File: src/rtl/frame_buffer_scheduler.sv
// frame_buffer_scheduler
// Triple-buffer scheduler for the shared DDR frame store. Rotates three slot
// tags between the camera writer, the "latest complete" holder and the HDMI
// reader, so the writer never touches the slot being scanned out and the
// reader always picks up the newest complete frame.
// Optional statistics counters are built only when FB_STATS_EN is defined;
// otherwise the three counter ports are tied to zero.
module frame_buffer_scheduler #(
    parameter logic [31:0] BASE_ADDR    = 32'h1000_0000,
    parameter logic [31:0] FRAME_STRIDE = 32'h0009_6000
) (
    input  logic        clk_100Mhz,
    input  logic        rst,
    input  logic        wr_frame_done,
    input  logic        rd_frame_start,
    input  logic        freeze,
    output logic [31:0] wr_base_addr,
    output logic [31:0] rd_base_addr,
    output logic [1:0]  wr_buf_idx,
    output logic [1:0]  rd_buf_idx,
    output logic        rd_valid,
    output logic        rd_new_frame,
    output logic [15:0] frames_written,
    output logic [15:0] frames_dropped,
    output logic [15:0] frames_repeated
);

    localparam logic [31:0] SLOT1_ADDR = BASE_ADDR + FRAME_STRIDE;
    localparam logic [31:0] SLOT2_ADDR = BASE_ADDR + FRAME_STRIDE + FRAME_STRIDE;

    typedef enum logic [1:0] {
        S_INIT  = 2'd0,
        S_EMPTY = 2'd1,
        S_RUN   = 2'd2
    } state_t;

    state_t      state_q, state_d;
    logic [1:0]  w_idx_q, w_idx_d;
    logic [1:0]  l_idx_q, l_idx_d;
    logic [1:0]  r_idx_q, r_idx_d;
    logic        l_fresh_q, l_fresh_d;
    logic        rd_valid_q, rd_valid_d;
    logic        rd_new_frame_q, rd_new_frame_d;
    logic [31:0] wr_addr_q, wr_addr_d;
    logic [31:0] rd_addr_q, rd_addr_d;

    // Slot index to byte address as a constant select; index 3 never occurs.
    function automatic logic [31:0] slot_addr(input logic [1:0] idx);
        logic [31:0] a;
        case (idx)
            2'd0:    a = BASE_ADDR;
            2'd1:    a = SLOT1_ADDR;
            2'd2:    a = SLOT2_ADDR;
            default: a = BASE_ADDR;
        endcase
        return a;
    endfunction

    // Next-state logic: write swap first, then the read rule on its result.
    always_comb begin
        state_d        = state_q;
        w_idx_d        = w_idx_q;
        l_idx_d        = l_idx_q;
        r_idx_d        = r_idx_q;
        l_fresh_d      = l_fresh_q;
        rd_valid_d     = rd_valid_q;
        rd_new_frame_d = 1'b0;
        case (state_q)
            S_INIT: begin
                state_d = S_EMPTY;
            end
            S_EMPTY, S_RUN: begin
                if (wr_frame_done) begin
                    w_idx_d   = l_idx_q;
                    l_idx_d   = w_idx_q;
                    l_fresh_d = 1'b1;
                end else begin
                    l_fresh_d = l_fresh_q;
                end
                if (rd_frame_start && l_fresh_d && !freeze) begin
                    r_idx_d        = l_idx_d;
                    l_idx_d        = r_idx_q;
                    l_fresh_d      = 1'b0;
                    rd_new_frame_d = 1'b1;
                    rd_valid_d     = 1'b1;
                    state_d        = S_RUN;
                end else begin
                    rd_new_frame_d = 1'b0;
                end
            end
            default: begin
                state_d = S_INIT;
            end
        endcase
        // In S_INIT this loads the addresses of the reset-time slots.
        wr_addr_d = slot_addr(w_idx_d);
        rd_addr_d = slot_addr(r_idx_d);
    end

    // State, slot tags and registered outputs.
    always_ff @(posedge clk_100Mhz) begin
        if (rst) begin
            state_q        <= S_INIT;
            w_idx_q        <= 2'd0;
            l_idx_q        <= 2'd1;
            r_idx_q        <= 2'd2;
            l_fresh_q      <= 1'b0;
            rd_valid_q     <= 1'b0;
            rd_new_frame_q <= 1'b0;
            wr_addr_q      <= 32'h0000_0000;
            rd_addr_q      <= 32'h0000_0000;
        end else begin
            state_q        <= state_d;
            w_idx_q        <= w_idx_d;
            l_idx_q        <= l_idx_d;
            r_idx_q        <= r_idx_d;
            l_fresh_q      <= l_fresh_d;
            rd_valid_q     <= rd_valid_d;
            rd_new_frame_q <= rd_new_frame_d;
            wr_addr_q      <= wr_addr_d;
            rd_addr_q      <= rd_addr_d;
        end
    end

    assign wr_base_addr = wr_addr_q;
    assign rd_base_addr = rd_addr_q;
    assign wr_buf_idx   = w_idx_q;
    assign rd_buf_idx   = r_idx_q;
    assign rd_valid     = rd_valid_q;
    assign rd_new_frame = rd_new_frame_q;

`ifdef FB_STATS_EN
    logic        active_s;
    logic        written_s;
    logic        dropped_s;
    logic        repeated_s;
    logic [15:0] written_q, written_d;
    logic [15:0] dropped_q, dropped_d;
    logic [15:0] repeated_q, repeated_d;

    // Statistics events; a read that finds nothing new only counts once running.
    always_comb begin
        active_s   = (state_q == S_EMPTY) || (state_q == S_RUN);
        written_s  = active_s && wr_frame_done;
        dropped_s  = written_s && l_fresh_q;
        repeated_s = (state_q == S_RUN) && rd_frame_start &&
                     (freeze || !(wr_frame_done || l_fresh_q));
        written_d  = written_s  ? written_q  + 16'd1 : written_q;
        dropped_d  = dropped_s  ? dropped_q  + 16'd1 : dropped_q;
        repeated_d = repeated_s ? repeated_q + 16'd1 : repeated_q;
    end

    // Statistics counters, wrapping modulo 2^16.
    always_ff @(posedge clk_100Mhz) begin
        if (rst) begin
            written_q  <= 16'h0000;
            dropped_q  <= 16'h0000;
            repeated_q <= 16'h0000;
        end else begin
            written_q  <= written_d;
            dropped_q  <= dropped_d;
            repeated_q <= repeated_d;
        end
    end

    assign frames_written  = written_q;
    assign frames_dropped  = dropped_q;
    assign frames_repeated = repeated_q;
`else
    assign frames_written  = 16'h0000;
    assign frames_dropped  = 16'h0000;
    assign frames_repeated = 16'h0000;
`endif

endmodule

File: config.mk
export PLATFORM = sky130hd
export DESIGN_NAME = frame_buffer_scheduler
export DESIGN_NICKNAME = d
export VERILOG_FILES = /design/src/rtl/frame_buffer_scheduler.sv
export SDC_FILE = /design/constraint.sdc
export NUM_CORES = 1
export LEC_CHECK = 0
export BUFFER_PORTS_ARGS = -buffer_cell sky130_fd_sc_hd__buf_4
export CAP_MARGIN = 20
export CORE_ASPECT_RATIO = 0.7
export CORE_MARGIN = 1.5
export CORE_UTILIZATION = 39
export CTS_CLUSTER_DIAMETER = 200
export DETAILED_ROUTE_END_ITERATION = 16
export GPL_TIMING_DRIVEN = 0
export PLACE_DENSITY = 0.8
export SYNTH_ARGS = -nofsm -noshare
export SYNTH_HDL_FRONTEND = slang
export SYNTH_SLANG_ARGS = --single-unit
export TNS_END_PERCENT = 5
File: constraint.sdc
create_clock -name clk_100Mhz -period 2.2 [get_ports clk_100Mhz]
set_clock_uncertainty 0.2 [all_clocks]
set_input_delay 0.44 -clock clk_100Mhz [delete_from_list [all_inputs] [get_ports clk_100Mhz]]
set_output_delay 0.44 -clock clk_100Mhz [all_outputs]
set_load 0.1 [all_outputs]
Yosys cells after proc, flatten, opt, wreduce, memory -nomap -nowiden
Index checks and enable logic that the tools add are counted.
{"block": "totals", "wordCells": 38, "inputBits": 5, "register_bits": 75, "output_inout_bits": 118}
{"block": "op_classes", "muxes": 14, "reduce_logical": 7, "n_eq_ne": 7, "n_bitwise": 1}
{"operator": "case mux 21 bit (2 select lines)", "count": 2}
{"operator": "two-way mux 2 bit", "count": 7}
{"operator": "== test 2 x 1 -> 1 bit (second input constant)", "count": 3}
{"operator": "== test 2 bit (second input constant)", "count": 3}
{"operator": "two-way mux 1 bit", "count": 4}
{"operator": "case mux 2 bit (2 select lines)", "count": 1}
{"operator": "OR reduction 2 bit", "count": 2}
{"operator": "logical AND 1 bit", "count": 2}
{"operator": "zero test 2 bit", "count": 1}
{"operator": "inequality test 2 bit (second input constant)", "count": 1}
{"operator": "AND reduction 2 bit", "count": 1}
{"operator": "zero test 1 bit", "count": 1}
{"operator": "inverter 1 bit", "count": 1}

Depth between registers and ports, before layout
Gate-level depths: netlist of the first run.
{"block": "depth", "ltp_word": 9, "mapped_depth": 7}

Worst setup path after synthesis of the first run
No wires, ideal clock.
{"block": "synth_timing", "path_kind": "register -> register", "start": "reg w_idx_q[0] (netlist: wr_buf_idx[0])", "end": "reg rd_addr_q[14] (netlist: rd_base_addr[14])", "slack_ns": 0.072, "n_path_buf": 0, "setup_time_ns": 0.128, "stages_incl_launch_ff": 6, "arrival_time_ns": 1.800, "path_cell_list": "dfxtp_1 > mux2i_1 > nor4_1 > a21oi_1 > ha_1 > nor2_1"}
{"block": "synth_via", "elab_chain_cells": 5}
{"item": "from (decl)", "line": "38", "source": "logic [1:0] w_idx_q, w_idx_d;"}
{"item": "from (signal assigned)", "line": "114", "source": "w_idx_q <= w_idx_d;"}
{"item": "two-way mux 2 bit *", "line": "73", "source": "if (wr_frame_done) begin"}
{"item": "two-way mux 2 bit *", "line": "80", "source": "if (rd_frame_start && l_fresh_d && !freeze) begin"}
{"item": "two-way mux 2 bit *", "line": "68", "source": "case (state_q)"}
{"item": "== test 2 bit or == test 2 x 1 -> 1 bit (tied branches)", "line": "50", "source": "case (idx)"}
{"item": "case mux 21 bit (2 select lines) *", "line": "50"}
{"item": "to (signal assigned)", "line": "121", "source": "rd_addr_q <= rd_addr_d;"}
{"item": "to (decl)", "line": "45", "source": "logic [31:0] rd_addr_q, rd_addr_d;"}
Every way passes the cells marked *; elsewhere a longest branch is shown, timed or not.
A chain may end at the register's enable or synchronous reset.

Worst setup path in the final report of the first run
{"block": "layout_timing", "start": "reg state_q[0]", "end": "reg rd_addr_q[14] (netlist: rd_base_addr[14])"}
{"block": "layout_via", "elab_chain_cells": 5}
{"item": "from (decl)", "line": "37", "source": "state_t state_q, state_d;"}
{"item": "from (signal assigned)", "line": "113", "source": "state_q <= state_d;"}
{"item": "== test 2 x 1 -> 1 bit or == test 2 bit (tied branches)", "line": "68"}
{"item": "OR reduction 2 bit *", "line": "68"}
{"item": "two-way mux 2 bit *", "line": "68"}
{"item": "== test 2 bit or == test 2 x 1 -> 1 bit (tied branches)", "line": "50"}
{"item": "case mux 21 bit (2 select lines) *", "line": "50"}
Marked as above.

==> results.txt, run 1 <==
----------------------------------------------------
[Outcome]
  Outcome ... finished, final reports clean

[Clock network]
  Maximum root-to-sink buffer count ... 2
  Buffer cell driving the clock tree root ... sky130_fd_sc_hd__clkbuf_8
  Post-CTS Setup Bufs ... 0
  Clock slew seen by the registers of the worst setup and hold paths ... 0.06 ns
  Clk_lat worst skew ... approximately 0.25 ns
  Number of clock sinks seen by CTS ... 18
  Post-cts gate resize count ... 0
  CTS H-tree lvls ... 1
  TritonCTS clock tree ... built
  Number of hold-repair buffers added at the cts stage ... 0
  TritonCTS Buffers ... 3

[Detailed routing]
  Total DRC errors in the routed layout ... 0
  Via density per instance ... roughly 3.3
  Initial DRC count ... 15
  Wirelength, routed ... 2653 um
  Vias ... 1149
  Detailed Routing Iterations Pass 1 ... 4
  Wire length per cell ... 7.516 um
  DRT antenna net count ... 0

[STA]
  Min Clock Period, post-route ... approximately 2.1 ns
  Setup_tns ... 0 ns
  Max-slew violation total from the final report ... 0
  Hold slack final ... 0.2866 ns
  Finish-stage setup viols ... 0
  Upper clock frequency limit ... roughly 490 MHz
  Number of hold violations in the final report ... 0
  Final period util ... 0.9368
  Setup repair after global routing missed its margin ... false
  Final critical-path setup slack ... 0.1390 ns

[GRT]
  Pin count of the biggest net entering global routing ... 11
  Tot GR Track Use ... 0.1170
  Antenna violations before repair ... 0
  Sum of overflow across all layers after global routing ... 0
  Wire length of the first global-routing pass ... 4146 um
  Vias in the first global route ... 923

[Placement]
  Count of port buffers added during placement ... 24
  HPWL after detailed placement ... 2318 um
  Post-Place Worst Slack ... a little under 0.06 ns
  Final weighted congestion of routability-driven global placement ... 0.8344

[Setup path]
  Worst setup path category ... reg -> reg
  Largest fanout on the critical path ... 6
  Kind of capture point of the worst setup path ... flip-flop
  Slowest cell on the critical path ... sky130_fd_sc_hd__ha_2
  Startpoint type of the worst setup path ... flip-flop
  Arrival time of data at the critical path endpoint ... about 2.0 ns
  Required arrival time at the worst endpoint ... 2.13 ns
  Series of cell instances along the critical path ... inv_1 > ha_2 > inv_2 > nor3_4 > mux2_2 > ha_1 > nor2_1
  Max incr delay on CP ... 0.38 ns

[Logic synthesis]
  Number of synthesized register bits ... 18
  Synth Area per Inst ... about 8.5 sq um
  Unique cell type count in the Yosys netlist ... 30
  Yosys warning total ... 0
  Part of the Yosys area used for sequential elements ... 0.2353
  Netlist area before placement ... 0.001531 sq mm
  Cell count after synthesis ... about 180

[Power and ir drop]
  Power density normalized to cell area ... 840.4 mW/mm^2
  Static power due to leakage ... ~1.3 nW
  Maximum vdd ir drop ... 0.0003931 V

[Floorplan]
  Area of the die ... 0.004318 sq mm
  Initial core utilization ... 0.4198
  Height of the chip ... around 55 um
  Floorplan row count ... 18
  Core Region ... 0.003649 sq mm
  Die span in x ... 77.90 um
  Top-Level Pins ... 123

[Run]
  Count of maximum capacitance violations ... 0

[Cells and area]
  Area Growth Syn to Fin ... 41.99%
  Fraction of the core area covered by cells at the end of the flow ... 0.5960
  Final net count ... 314
  Share of final-layout standard cells stronger than drive strength 1 ... 0.4653
  Antenna diode count ... 0

[Hold path]
  Class of the most critical hold timing path ... reg -> reg

----------------------------------------------------
-- sequential cells by signal, summed over array words and instances (netlist names) --
signal / flops
l_fresh_q: 1
l_idx_q: 2
rd_base_addr: 3
rd_buf_idx: 2
rd_new_frame: 1
rd_valid: 1
state_q: 2
wr_base_addr: 4
wr_buf_idx: 2
-- layer usage --
layer  vias to the layer above  track usage  wire [um]
li1                        613            -          -
met1                       474       0.1311        998
met2                        57       0.2161       1376
met3                         5      0.02810        242
met4                         0      0.03827         35
met5                         -            0          0
-- power by group --
part / total (mW) / internal (mW) / switching [mW]
registers: 0.373 / 0.355 / 0.0182
logic: 1.23 / 0.211 / 1.02
clock network: 0.224 / 0.122 / 0.102
total: 1.83 / 0.687 / 1.14
-- worst paths after layout --
| path | start | end | slack, ns | depth (start not counted) |
|---|---|---|---|---|
| max | state_q[0] | rd_base_addr[14] | 0.14 | 7 |
| min | state_q[1] | state_q[1] | 0.29 | 2 |
| max reg2reg | state_q[0] | rd_base_addr[14] | 0.14 | 7 |
| min reg2reg | state_q[1] | state_q[1] | 0.29 | 2 |
-- metrics by stage --
step | cells | power [mW] | area (sq um)
floorplan | 276 | 1.530 | 1888
global placement | 350 | 1.595 | 2131
detailed placement | 350 | 1.599 | 2131
CTS | 353 | 1.822 | 2172
global route | 353 | 1.887 | 2175
finish | 353 | 1.827 | 2175
-- final cells by class --
type                    count  area [sq um]
plain buffers             108         807.0
clock buffers               3         41.29
fillers                   346          1474
inverters                   6         22.52
multi-input cells         144         700.7
flip-flops and latches     18         360.3
well taps                  50         62.56
repair buffers             24         180.2
-- cell usage in the layout, fill, tap and decap left out, drive strengths merged --
cell type	instances
buf	130
conb	96
dfxtp	18
nor2	10
inv	6
clkbuf	5
mux2i	4
nor2b	4
o21ai	4
a21oi	4
ha	4
nand2b	2
nand2	2
nand3b	2
mux2	2
nor3	2
or2	1
nand3	1
nor4	1
nand4	1
a22oi	1
a31oi	1
a211oi	1
or3	1
-- Yosys cell counts (all sizes together) --
cell type | instances | area share
a211oi | 1 | 0.0049
a21oi | 4 | 0.016
a22oi | 1 | 0.0049
a31oi | 1 | 0.0041
buf | 106 | 0.52
clkbuf | 2 | 0.0049
conb | 1 | 0.0024
dfxtp | 18 | 0.24
ha | 4 | 0.033
inv | 6 | 0.015
mux2 | 2 | 0.017
mux2i | 4 | 0.026
nand2 | 2 | 0.0049
nand2b | 2 | 0.0082
nand3 | 1 | 0.0065
nand3b | 2 | 0.0098
nand4 | 1 | 0.0041
nor2 | 10 | 0.026
nor2b | 4 | 0.016
nor3 | 2 | 0.014
nor4 | 1 | 0.0041
o21ai | 4 | 0.013
or2 | 1 | 0.0041
or3 | 1 | 0.0041
-- critical path: cells and delay by family (launching register included) --
kind	cells	cell delay, ns
buffers and inverters	2	0.15
muxes	1	0.38
DFF	1	0.33
adders and majority gates	2	0.65
and+or+nand+nor	2	0.24
-- kinds of logic after synthesis --
logic type,synth area share
buf+inv,0.5417
mux,0.04330
flops,0.2353
simple gates,0.1021
fa+ha+maj,0.03268
compound gates,0.04249
other cells,0.002449
Power figures use the tool's default switching activity.
==> run 2, diff against run 1 <==
GPL_TIMING_DRIVEN = default   (was 0)
==> run 2 against run 1 <==
Via count is 27% lower. Combinational power shrank 12%. Clock power barely moved. Global-route usage shrank 3.2 points. Sequential share of layout area is 9.4 points higher. Sequential power barely moved. Critical endpoint unchanged. Largest power group unchanged.
==> results.txt, run 2 (synthesized netlist as in run 1, its figures left out) <==
----------------------------------------------------
[Outcome]
  Outcome ... finished, final reports clean (unchanged)

[Hold path]
  Class of the most critical hold timing path ... in -> reg (was reg -> reg)

[Clock network]
  TritonCTS Buffers ... 3 (unchanged)
  Clk_lat worst skew ... 0.25 ns (about the same)
  Post-CTS Setup Bufs ... 0 (unchanged)
  CTS H-tree lvls ... 1 (unchanged)
  Maximum root-to-sink buffer count ... 2 (unchanged)
  Number of hold-repair buffers added at the cts stage ... 0 (unchanged)
  Clock slew seen by the registers of the worst setup and hold paths ... 0.06 ns (about the same)
  TritonCTS clock tree ... built (unchanged)
  Post-cts gate resize count ... 0 (unchanged)
  Number of clock sinks seen by CTS ... 18 (unchanged)
  Buffer cell driving the clock tree root ... sky130_fd_sc_hd__clkbuf_8 (unchanged)

[Cells and area]
  Commonest non-fill, non-tap cell in the layout ... sky130_fd_sc_hd__conb_1 (was sky130_fd_sc_hd__buf_4)
  Antenna diode count ... 0 (unchanged)
  Fraction of the core area covered by cells at the end of the flow ... 0.3803 (was 0.5960)
  Number of flip-flops in the largest register ... 4 (unchanged)
  Area Growth Syn to Fin ... -9.395% (was 41.99%)
  Final net count ... 209 (was 314)
  Filler cell count ... 380 (was 346)
  Commonest non-fill, non-tap cells in the layout ... 96 x sky130_fd_sc_hd__conb_1, 27 x sky130_fd_sc_hd__buf_4, 18 x sky130_fd_sc_hd__dfxtp_1 (was 129 x sky130_fd_sc_hd__buf_4, 96 x sky130_fd_sc_hd__conb_1, 18 x sky130_fd_sc_hd__dfxtp_1)
  Share of final-layout standard cells stronger than drive strength 1 ... 0.1869 (was 0.4653)

[Detailed routing]
  Vias ... 842 (was 1149)
  Via density per instance ... 3.395 (was 3.255)
  Wirelength, routed ... 2127 um (was 2653 um)
  Detailed Routing Iterations Pass 1 ... 4 (unchanged)
  Wire length per cell ... 8.577 um (was 7.516 um)
  DRT antenna net count ... 0 (unchanged)
  Total DRC errors in the routed layout ... 0 (unchanged)
  Initial DRC count ... 23 (was 15)

[Floorplan]
  Height of the chip ... 55.43 um (unchanged)
  Core Region ... 0.003649 sq mm (unchanged)
  Top-Level Pins ... 123 (unchanged)
  Initial core utilization ... 0.4198 (unchanged)
  Die span in x ... 77.90 um (unchanged)
  Floorplan row count ... 18 (unchanged)
  Area of the die ... 0.004318 sq mm (unchanged)

[GRT]
  Sum of overflow across all layers after global routing ... 0 (unchanged)
  Tot GR Track Use ... 0.08510 (was 0.1170)
  Pin count of the biggest net entering global routing ... 18 (was 11)
  Wire length of the first global-routing pass ... 2884 um (was 4146 um)
  Vias in the first global route ... 617 (was 923)
  Antenna violations before repair ... 0 (unchanged)

[STA]
  Number of hold violations in the final report ... 0 (unchanged)
  Finish-stage setup viols ... 0 (unchanged)
  Setup_tns ... 0 ns (unchanged)
  Max-slew violation total from the final report ... 0 (unchanged)
  Setup repair after global routing missed its margin ... false (unchanged)
  Min Clock Period, post-route ... 2.033 ns (was 2.061 ns)
  Upper clock frequency limit ... 491.9 MHz (was 485.2 MHz)
  Final period util ... 0.9240 (was 0.9368)

[Setup path]
  Worst setup path category ... reg -> reg (unchanged)
  Kind of capture point of the worst setup path ... flip-flop (unchanged)
  Largest fanout on the critical path ... 6 (unchanged)
  Arrival time of data at the critical path endpoint ... 2.02 ns (was 1.99 ns)
  Required arrival time at the worst endpoint ... 2.19 ns (was 2.13 ns)
  Startpoint type of the worst setup path ... flip-flop (unchanged)

[Placement]
  HPWL after detailed placement ... 1787 um (was 2318 um)
  Final weighted congestion of routability-driven global placement ... 0.8878 (was 0.8344)
  Count of port buffers added during placement ... 26 (was 24)

[Power and ir drop]
  Power density normalized to cell area ... 1207 mW/mm^2 (was 840.4 mW/mm^2)
  Maximum vdd ir drop ... 0.0003714 V (was 0.0003931 V)
  Static power due to leakage ... 0.7785 nW (was 1.342 nW)

[Run]
  Count of maximum capacitance violations ... 0 (unchanged)

----------------------------------------------------
[run 2: cell types whose count changed in the layout (fill, tap and decap cells not counted), sizes merged]
cell    change
buf       -103
clkbuf      -2
[run 2: per-stage QoR]
| step | total power [mW] | area, sq um | worst slack [ns] | cells | hold WS [ns] |
|---|---|---|---|---|---|
| 6_report | 1.674 | 1388 | 0.1672 | 248 | 0.2706 |
| 5_1_grt | 1.727 | 1388 | 0.01238 | 248 | 0.2758 |
| 4_1_cts | 1.680 | 1388 | 0.1607 | 248 | 0.2655 |
| 3_5_place_dp | 1.458 | 1346 | 0.1288 | 245 | 0.2779 |
| 3_3_place_gp | 1.450 | 1346 | 0.2033 | 245 | 0.2751 |
| 2_1_floorplan | 1.530 | 1888 | 0.07222 | 276 | 0.2421 |
[run 2: worst paths after layout]
| check | start | cells past startpoint | to | slack, ns |
|---|---|---|---|---|
| hold reg to reg | state_q[1] | 2 | state_q[1] | 0.29 |
| setup / recovery | state_q[0] | 7 | rd_base_addr[14] | 0.17 |
| setup reg to reg | state_q[0] | 7 | rd_base_addr[14] | 0.17 |
| hold / removal | rst | 2 | rd_base_addr[19] | 0.27 |
[run 2: layout make-up]
type                            instances  area (sq um)  share of cell area
Multi-Input combinational cell        144         698.2              0.5032
Sequential cell                        18         360.3              0.2597
Timing Repair Buffer                   27         202.7              0.1461
Tap cell                               50         62.56             0.04509
Clock buffer                            3         41.29             0.02976
Inverter                                6         22.52             0.01623
[run 2: layer usage]
| layer | global-route usage | part of all wire |
|---|---|---|
| met4 | 0.03827 | 0.0089 |
| met5 | 0 | 0 |
| met2 | 0.1304 | 0.54 |
| met3 | 0.04132 | 0.094 |
| met1 | 0.1003 | 0.36 |
[run 2: worst max-delay path, stage by stage, from the launching register on]
cell,delay [ns]
sky130_fd_sc_hd__dfxtp_1,0.33
sky130_fd_sc_hd__inv_1,0.05
sky130_fd_sc_hd__ha_1,0.30
sky130_fd_sc_hd__inv_2,0.08
sky130_fd_sc_hd__nor3_4,0.26
sky130_fd_sc_hd__mux2_2,0.39
sky130_fd_sc_hd__ha_1,0.28
sky130_fd_sc_hd__nor2_1,0.09
[run 2: power by group]
part | internal, mW | leakage [nW] | total, mW | switching [mW]
clock network | 0.122 | 0.0216 | 0.221 | 0.0992
registers | 0.355 | 0.148 | 0.374 | 0.0194
logic | 0.0846 | 0.609 | 1.08 | 0.995
total | 0.561 | 0.779 | 1.67 | 1.11
==> run 3, diff against run 2 <==
ABC_AREA = 1   (was default)
CORE_UTILIZATION = 40   (was 39)
PLACE_DENSITY = 0.82   (was 0.8)
==> run 3 against run 2 <==
Core utilization rose by 1.1 points. Sequential power is 2% higher. Sequential cell count did not move. Critical path type unchanged. Combinational power grew 9%. Routed wire length down 4.6%. Clock power rose by 20%. Hold slack got worse by 0.037 ns. Largest power group unchanged.
==> results.txt, run 3 <==
----------------------------------------------------
[Setup path]
  Destination of the worst register-to-register timing path ... wr_base_addr[14] (was rd_base_addr[14])
  Startpoint type of the worst setup path ... flip-flop (unchanged)
  Launch point of the critical path ... state_q[0] (unchanged)
  Logic depth of the worst register-to-register path ... 7 (unchanged)
  Worst setup path category ... reg -> reg (unchanged)
  Reg-to-reg critical path startpoint ... state_q[0] (unchanged)
  Required arrival time at the worst endpoint ... 2.15 ns (was 2.19 ns)
  Largest fanout on the critical path ... 9 (was 6)
  Reg2Reg Setup Slack ... 0.25 ns (was 0.17 ns)
  Kind of capture point of the worst setup path ... flip-flop (unchanged)
  Arrival time of data at the critical path endpoint ... 1.90 ns (was 2.02 ns)

[Logic synthesis]
  Post-synthesis cell type with the largest combined area ... sky130_fd_sc_hd__buf_4 (unchanged)
  Cell count after synthesis ... 203 (was 181)
  Synth Area per Inst ... 7.569 sq um (was 8.461 sq um)
  Async set or reset register ratio after synthesis ... 0 (unchanged)
  Number of synthesized register bits ... 18 (unchanged)
  Cells taking the most area after synthesis ... sky130_fd_sc_hd__buf_4 51%, sky130_fd_sc_hd__dfxtp_1 23%, sky130_fd_sc_hd__inv_1 4.9% (was sky130_fd_sc_hd__buf_4 51%, sky130_fd_sc_hd__dfxtp_1 24%, sky130_fd_sc_hd__ha_1 3.3%)
  Yosys warning total ... 0 (unchanged)
  Part of the Yosys area used for sequential elements ... 0.2345 (was 0.2353)
  Cell types with the highest counts after synthesis ... 105 x sky130_fd_sc_hd__buf_4, 20 x sky130_fd_sc_hd__inv_1, 19 x sky130_fd_sc_hd__nand2_1 (was 105 x sky130_fd_sc_hd__buf_4, 18 x sky130_fd_sc_hd__dfxtp_1, 9 x sky130_fd_sc_hd__nor2_1)
  Unique cell type count in the Yosys netlist ... 18 (was 30)
  Number of synthesized flops with an enable pin ... 0 (unchanged)
  Commonest register cell after synthesis ... sky130_fd_sc_hd__dfxtp_1 (unchanged)
  Netlist area before placement ... 0.001536 sq mm (was 0.001531 sq mm)
  Share of the synthesized area in the top cell type ... 0.5130 (was 0.5147)
  Dominant cell by count in the synthesized netlist ... sky130_fd_sc_hd__buf_4 (unchanged)

[STA]
  Upper clock frequency limit ... 513.3 MHz (was 491.9 MHz)
  Min Clock Period, post-route ... 1.948 ns (was 2.033 ns)
  Number of hold violations in the final report ... 0 (unchanged)
  Finish-stage setup viols ... 0 (unchanged)
  Setup_tns ... 0 ns (unchanged)
  Setup repair after global routing missed its margin ... false (unchanged)
  Hold slack final ... 0.2335 ns (was 0.2706 ns)
  Final period util ... 0.8855 (was 0.9240)
  Max-slew violation total from the final report ... 0 (unchanged)

[Clock network]
  Number of hold-repair buffers added at the cts stage ... 0 (unchanged)
  Maximum root-to-sink buffer count ... 2 (unchanged)
  Buffer cell driving the clock tree root ... sky130_fd_sc_hd__clkbuf_8 (unchanged)
  Number of clock sinks seen by CTS ... 18 (unchanged)
  TritonCTS Buffers ... 3 (unchanged)
  Post-CTS Setup Bufs ... 0 (unchanged)
  Clock slew seen by the registers of the worst setup and hold paths ... 0.06 ns (about the same)
  Clk_lat worst skew ... 0.25 ns (about the same)
  CTS H-tree lvls ... 1 (unchanged)
  Post-cts gate resize count ... 0 (unchanged)
  TritonCTS clock tree ... built (unchanged)

[Floorplan]
  Initial core utilization ... 0.4264 (was 0.4198)
  Die span in x ... 77.08 um (was 77.90 um)
  Area of the die ... 0.004228 sq mm (was 0.004318 sq mm)
  Core Region ... 0.003603 sq mm (was 0.003649 sq mm)
  Floorplan row count ... 18 (unchanged)
  Height of the chip ... 54.86 um (was 55.43 um)
  Top-Level Pins ... 123 (unchanged)

[Cells and area]
  Commonest non-fill, non-tap cells in the layout ... 96 x sky130_fd_sc_hd__conb_1, 26 x sky130_fd_sc_hd__buf_4, 20 x sky130_fd_sc_hd__inv_1 (was 96 x sky130_fd_sc_hd__conb_1, 27 x sky130_fd_sc_hd__buf_4, 18 x sky130_fd_sc_hd__dfxtp_1)
  Area Growth Syn to Fin ... -8.306% (was -9.395%)
  Final net count ... 231 (was 209)
  Antenna diode count ... 0 (unchanged)
  Share of final-layout standard cells stronger than drive strength 1 ... 0.1855 (was 0.1869)
  Commonest non-fill, non-tap cell in the layout ... sky130_fd_sc_hd__conb_1 (unchanged)
  Number of flip-flops in the largest register ... 4 (unchanged)
  Fraction of the core area covered by cells at the end of the flow ... 0.3910 (was 0.3803)

[Detailed routing]
  Vias ... 875 (was 842)
  Routed met3 length ... 218 um (was 200 um)
  Wirelength, routed ... 2030 um (was 2127 um)
  Via density per instance ... 3.229 (was 3.395)
  Initial DRC count ... 14 (was 23)
  DRT met1 WL ... 779 um (was 765 um)
  DRT antenna net count ... 0 (unchanged)
  Total DRC errors in the routed layout ... 0 (unchanged)
  Metal2 WL ... 1019 um (was 1142 um)
  Wire length per cell ... 7.491 um (was 8.577 um)
  Detailed Routing Iterations Pass 1 ... 4 (unchanged)
  Highest metal used ... met4 (unchanged)

[GRT]
  Sum of overflow across all layers after global routing ... 0 (unchanged)
  Vias in the first global route ... 644 (was 617)
  Wire length of the first global-routing pass ... 2746 um (was 2884 um)
  Antenna violations before repair ... 0 (unchanged)
  Pin count of the biggest net entering global routing ... 12 (was 18)
  Tot GR Track Use ... 0.08552 (was 0.08510)

[Power and ir drop]
  Static power due to leakage ... 0.8647 nW (was 0.7785 nW)
  Power density normalized to cell area ... 1298 mW/mm^2 (was 1207 mW/mm^2)
  Maximum vdd ir drop ... 0.0003655 V (was 0.0003714 V)

[Hold path]
  Worst Hold Endpoint ... rd_base_addr[14] (was rd_base_addr[19])
  Class of the most critical hold timing path ... in -> reg (unchanged)
  Worst hold start ... rst (unchanged)
  Cell depth of the worst hold path ... 2 (unchanged)

[Placement]
  Final weighted congestion of routability-driven global placement ... 0.8400 (was 0.8878)
  HPWL after detailed placement ... 1695 um (was 1787 um)
  Count of port buffers added during placement ... 26 (unchanged)

[Outcome]
  Outcome ... finished, final reports clean (unchanged)

[Run]
  Count of maximum capacitance violations ... 0 (unchanged)

----------------------------------------------------
run 3: cell count changes after synthesis, sizes merged, moves of 2 or more:
cell    previous run  this run
nor3               2         0
mux2               2         0
nand2              2        25
nand3b             2         0
mux2i              4         0
inv                6        21
nand3              1         7
o21ai              4         2
nand2b             2         0
nor2              10        12
nor2b              4         0
run 3: metrics by stage:
stage / instances / power, mW / cell area [sq um] / setup WS [ns]
finish: 271 / 1.829 / 1409 / 0.2518
global route: 271 / 1.901 / 1409 / 0.1171
CTS: 271 / 1.838 / 1409 / 0.2819
detailed placement: 267 / 1.567 / 1354 / 0.3128
global placement: 267 / 1.560 / 1354 / 0.4010
floorplan: 298 / 1.632 / 1893 / 0.1858
run 3: area by class of cell:
cell class                      instances  area [sq um]
Fill cell                             390          2195
Multi-Input combinational cell        152         656.9
Sequential cell                        18         360.3
Timing Repair Buffer                   26         195.2
Inverter                               21         78.83
Tap cell                               50         62.56
Clock buffer                            4         55.05
run 3: logic make-up (layout without fill, tap and decap cells):
| kind of cell | count (synthesis) | count (layout) | share of synthesized area |
|---|---|---|---|
| other | 1 | 96 | 0.002441 |
| adder cells (fa/ha/maj) | 4 | 4 | 0.03257 |
| AND/OR/NAND/NOR | 44 | 44 | 0.1311 |
| buffers and inverters | 128 | 51 | 0.5700 |
| AO/OA/AOI/OAI | 8 | 8 | 0.02932 |
| flip-flops | 18 | 18 | 0.2345 |
run 3: how the worst max path moves through the flow:
stage	depth (start not counted)	slack [ns]	end
floorplan	1	0.19	rd_base_addr[16]
detailed placement	7	0.31	wr_base_addr[14]
CTS	7	0.28	wr_base_addr[14]
global placement	8	0.40	wr_base_addr[19]
finish	7	0.25	wr_base_addr[14]
global route	8	0.12	wr_base_addr[19]
run 3: where the power goes:
| part | internal (mW) | switching [mW] | leakage [nW] | total [mW] |
|---|---|---|---|---|
| Combinational | 0.0949 | 1.09 | 0.688 | 1.18 |
| Sequential | 0.362 | 0.0210 | 0.148 | 0.383 |
| Clock | 0.159 | 0.106 | 0.0288 | 0.265 |
run 3: metal layers:
metal	global-route usage	up-vias
met5	0	-
met4	0.02424	0
met3	0.04333	3
met2	0.1445	52
met1	0.09773	379
li1	-	441
run 3: worst max-delay path, stage by stage, from the launching register on:
cell and delay, ns:
sky130_fd_sc_hd__dfxtp_1 0.34, sky130_fd_sc_hd__inv_1 0.05, sky130_fd_sc_hd__ha_1 0.44, sky130_fd_sc_hd__nand2_1 0.18, sky130_fd_sc_hd__o21ai_1 0.26, sky130_fd_sc_hd__inv_1 0.07, sky130_fd_sc_hd__ha_1 0.27, sky130_fd_sc_hd__nor2_1 0.03
